$ cat config.mk
export PLATFORM = sky130hd
export DESIGN_NAME = mux_4_32_rr_ctrl
export DESIGN_NICKNAME = d
export VERILOG_FILES = /design/src/rtl/mux_4_32_rr_ctrl.sv
export SDC_FILE = /design/constraint.sdc
export NUM_CORES = 1
export LEC_CHECK = 0
export CORE_MARGIN = 4
export CORE_UTILIZATION = 51
export DETAILED_ROUTE_END_ITERATION = 16
export GPL_ROUTABILITY_DRIVEN = 0
export PLACE_DENSITY = 0.85
export RECOVER_POWER = 50
export SLEW_MARGIN = 10
export SYNTH_ARGS = -nofsm -noshare
export SYNTH_HDL_FRONTEND = slang
export SYNTH_SLANG_ARGS = --single-unit
$ cat constraint.sdc
create_clock -name clk -period 2.9 [get_ports clk]
set_clock_uncertainty 0.15 [all_clocks]
set_input_delay 0.58 -clock clk [delete_from_list [all_inputs] [get_ports clk]]
set_output_delay 0.58 -clock clk [all_outputs]
set_load 0.005 [all_outputs]
$ cat src/rtl/mux_4_32_rr_ctrl.sv
// Round-robin select/enable controller for the 4:1 32-bit mux; grants bursts of up to MAX_BURST beats.
// Optional feature: define MUX_ARB_PARK_EN to keep the bus parked on the last grantee while idle.
module mux_4_32_rr_ctrl #(
    parameter int MAX_BURST = 8
) (
    input  logic       clk,
    input  logic       rst_n,
    input  logic [3:0] req,
    input  logic       out_ready,
    output logic [1:0] select,
    output logic       enable,
    output logic [3:0] grant,
    output logic       burst_done
);

    localparam int CNT_W = $clog2(MAX_BURST + 1);
    localparam logic [CNT_W-1:0] LAST_BEAT = CNT_W'(MAX_BURST - 1);

    typedef enum logic {
        IDLE  = 1'b0,
        GRANT = 1'b1
    } state_e;

    state_e           state_q;
    logic [1:0]       select_q;
    logic             enable_q;
    logic [3:0]       grant_q;
    logic             burst_done_q;
    logic [CNT_W-1:0] beat_cnt_q;
    logic [1:0]       rr_ptr_q;

    logic             beat;
    logic             release_now;
    logic [1:0]       ptr_eff;
    logic [1:0]       select_d;
    logic [3:0]       grant_d;
    logic             idle_enable_d;

    // First set request above ptr (wrapping); ptr itself is checked last.
    function automatic logic [1:0] rr_pick(input logic [3:0] r, input logic [1:0] ptr);
        logic [1:0] idx;
        rr_pick = ptr;
        for (int k = 4; k >= 1; k--) begin
            idx = ptr + 2'(k);
            if (r[idx]) rr_pick = idx;
        end
    endfunction

`ifdef MUX_ARB_PARK_EN
    logic parked_q;

    always_ff @(posedge clk or negedge rst_n) begin
        if (!rst_n) begin
            parked_q <= 1'b0;
        end else if (state_q == IDLE && |req) begin
            parked_q <= 1'b1;
        end
    end

    assign idle_enable_d = parked_q;
`else
    assign idle_enable_d = 1'b0;
`endif

    // NOTE: every always_comb output gets a value on every path, so no latch is inferred.
    always_comb begin
        beat        = enable_q & out_ready & (state_q == GRANT);
        release_now = (state_q == GRANT) &
                      ((beat & (beat_cnt_q == LAST_BEAT)) | ~req[select_q]);
        // The released source becomes lowest priority for the back-to-back regrant.
        ptr_eff     = release_now ? select_q : rr_ptr_q;
        select_d    = rr_pick(req, ptr_eff);
        grant_d     = 4'b0001 << select_d;
    end

    // NOTE: sequential state uses non-blocking assignments only, so every register sees pre-edge values.
    always_ff @(posedge clk or negedge rst_n) begin
        if (!rst_n) begin
            state_q      <= IDLE;
            select_q     <= 2'd0;
            enable_q     <= 1'b0;
            grant_q      <= 4'b0000;
            burst_done_q <= 1'b0;
            beat_cnt_q   <= '0;
            rr_ptr_q     <= 2'd3;
        end else begin
            burst_done_q <= 1'b0;
            case (state_q)
                IDLE: begin
                    if (|req) begin
                        state_q    <= GRANT;
                        select_q   <= select_d;
                        grant_q    <= grant_d;
                        enable_q   <= 1'b1;
                        beat_cnt_q <= '0;
                    end else begin
                        grant_q  <= 4'b0000;
                        enable_q <= idle_enable_d;
                    end
                end
                GRANT: begin
                    if (release_now) begin
                        rr_ptr_q     <= select_q;
                        burst_done_q <= 1'b1;
                        beat_cnt_q   <= '0;
                        if (|req) begin
                            select_q <= select_d;
                            grant_q  <= grant_d;
                            enable_q <= 1'b1;
                        end else begin
                            state_q  <= IDLE;
                            grant_q  <= 4'b0000;
                            enable_q <= idle_enable_d;
                        end
                    end else if (beat) begin
                        beat_cnt_q <= beat_cnt_q + CNT_W'(1);
                    end
                end
                default: state_q <= IDLE;
            endcase
        end
    end

    assign select     = select_q;
    assign enable     = enable_q;
    assign grant      = grant_q;
    assign burst_done = burst_done_q;

endmodule

==> out/metrics.yaml, run 1 <==
yosys:
  async_flop_share_pct: 100
  synth_cell_types: 45
  synth_top_area_share_pct: 35.8
  seq_area_frac_synth_pct: 41.6
  netlist.top_cell.by_area: "dfrtp_1"
  yosysWarnings: 0
  syn_area_um2: 908
  synthCells: 91
  syn_avg_cell_area_um2: 9.98
  synth-seq-cells: 15
  syn-num-nets: 99
  synth_edf_count: 0
  synthTopCellsByArea: "dfrtp_1 36%, dfstp_2 5.8%, nor2_1 5.4%"
  ys.flop_type: "dfrtp_1"
grt:
  grt_pass1_vias: 798
  overflow: 0
  grt_pass1_wl_um: 3650
  grt_max_degree: 16
  grt_antenna_before_repair: 0
  grt_use_total_pct: 18.5
die:
  die_y_um: 50.2
  std_cell_rows: 14
  die_w_um: 50.2
  io_pins: 15
  core_area_um2: 1590
  initial_utilization_pct: 57.0
  dieArea_um2: 2520
routing:
  drt-initial-drc-count: 19
  route.detailed.drc: 0
  vias_per_cell: 5.93
  wl_um: 2020
  ant_nets: 0
  routedWlPerCell_um: 14.5
  firstDrtPassIters: 4
  num_vias: 824
timing:
  min_period_ns: 2.64
  worst_pin_slew_ns: 0.670
  finalSetupViolations: 0
  setup_tns_ns: 0
  rsz0062_at_grt: "no"
  layout_setup_ws_ns: 0.264
  slew_headroom_pct: 55.2
  fmax_mhz: 379
  hold_viol: 0
  finalCritPeriodShare_pct: 90.9
  drv_slew: 0
worst_setup_path:
  critPathCaptureType: "flip-flop"
  crit_arrival_ns: 2.67
  crit_fanout: 4
  critPathKind: "in2reg"
  required_ns: 2.93
  startpoint_type: "input pin"
finish:
  multi_input_area_um2: 493
  regArea_um2: 378
  area_delta_synth_final_pct: 26.2
  fill_cells: 114
  stdcell_area_um2: 1150
  nets: 124
  layout-drive-gt1-share_pct: 20.9
  post-route-util_pct: 71.9
  n_antenna_cell: 0
flow_run:
  max-cap-violations: 0
cts:
  path_clk_slew_ns: 0.08
  clk_path_buf_depth: 2
  cts_resized: 0
  postCtsSetupRepairBufs: 0
  postCtsHoldBufs: 0
  cts_tree: "done"
  clkLatencyLatePin_ns: 0.28
  cts_root_buf: "clkbuf_4"
  numCtsBuffers: 3
  cts_max_level: 1
  cts_num_sinks: 15
pwr:
  p_per_area_nw_per_um2: 913
  clock_power_share_pct: 11.4
  irDropWorstVdd_mv: 0.519
  p_leak_nw: 0.507
  pwr-share-seq_pct: 34.1
  power.total_w: 0.00105
  p_int_w: 0.000650
  combPwrFrac_pct: 54.6
  total_switching_power_w: 0.000396
  swShare_pct: 37.9
status:
  status: "complete, no violations"
place:
  dp_slack_ns: 0.00325
  io_buffers: 14
  dp_hpwl_um: 1570
  placed_area_um2: 1120
hold_path:
  hold_path_class: "reg2reg"
==> kinds of logic (layout without fill, tap and decap cells) <==
group	after synthesis	in the layout	share of synthesized area, %
adder cells (fa/ha/maj)	1	1	1.38
AO/OA/AOI/OAI	26	26	24.2
flip-flops	15	15	41.6
multiplexers	3	3	3.99
AND/OR/NAND/NOR	35	35	21.8
XOR/XNOR	3	3	2.89
buffers and inverters	8	32	4.13
==> routing by layer <==
layer	routed length (um)	GRT usage, %	vias to the layer above
met5	0	0	-
met4	6	5.53	0
met3	133	4.73	2
met2	952	29.6	31
met1	922	24.7	395
li1	-	-	396
==> Yosys cell counts, drive strengths merged, types with 3 or more instances <==
| master | count |
|---|---|
| dfrtp | 13 |
| nand2 | 5 |
| o211ai | 3 |
| nor2 | 13 |
| inv | 7 |
| a21oi | 3 |
==> power by group through the flow <==
stage | clock network, W | logic [W] | registers [W]
after floorplan | 0 | 0.000390 | 0.000347
after global placement | 0 | 0.000562 | 0.000356
after detailed placement | 0 | 0.000573 | 0.000360
after CTS | 0.000124 | 0.000576 | 0.000356
after global routing | 0.000135 | 0.000634 | 0.000371
final | 0.000119 | 0.000571 | 0.000357
==> stage by stage <==
stage | std cells | hold WS (ns)
6_report | 139 | 0.349
5_1_grt | 139 | 0.366
4_1_cts | 139 | 0.360
3_5_place_dp | 135 | 0.329
3_3_place_gp | 135 | 0.327
2_1_floorplan | 91 | 0.134
==> sequential cells by signal (all words and copies together), names as in the netlist <==
| signal | count |
|---|---|
| beat_cnt_q | 4 |
| grant | 4 |
| rr_ptr_q | 2 |
| select | 2 |
| burst_done | 1 |
| enable | 1 |
| state_q | 1 |
==> worst paths after layout <==
path	depth (start not counted)	slack, ns	start	end
worst min register to register	1	0.35	grant[1]	grant[1]
worst max-delay path	7	0.26	out_ready	grant[0]
min in group asynchronous	1	0.62	rst_n	beat_cnt_q[2]
worst max register to register	6	0.42	select[0]	grant[0]
max in group asynchronous	1	1.56	rst_n	select[1]
worst min-delay path	1	0.35	grant[1]	grant[1]
==> critical path, stage by stage <==
cell             delay (ns)
clkdlybuf4s50_1        0.50
nand4b_1               0.17
o22ai_1                0.37
o32ai_2                0.15
a311o_1                0.30
a2111o_1               0.36
o31ai_1                0.23
==> area by class of cell <==
| cell class | count | area share (%) |
|---|---|---|
| Clock buffer | 4 | 2.29 |
| Inverter | 7 | 2.29 |
| Multi-Input combinational cell | 68 | 43.0 |
| Sequential cell | 15 | 33.0 |
| Tap cell | 24 | 2.62 |
| Timing Repair Buffer | 21 | 16.8 |
==> placed cells by master, fill, tap and decap left out, drive strengths merged, types with 2 or more instances in the layout <==
master	count
o211ai	3
mux2	2
nor3b	2
and2	2
and3	2
nand2	5
xor2	2
nand4	2
clkdlybuf4s50	11
inv	7
dfrtp	13
a21oi	3
clkbuf	4
o21ai	2
nor2	13
nand3b	2
a32o	2
dfstp	2
a22oi	2
o31ai	2
buf	7
o211a	2
dlygate4sd3	3
(Power assumes the default switching activity.)
==> run 2, diff against run 1 <==
- ABC_CLOCK_PERIOD_IN_PS: unset -> 2900
==> results of run 2 <==
The final DEF is identical to that of run 1; final timing and power are the same.
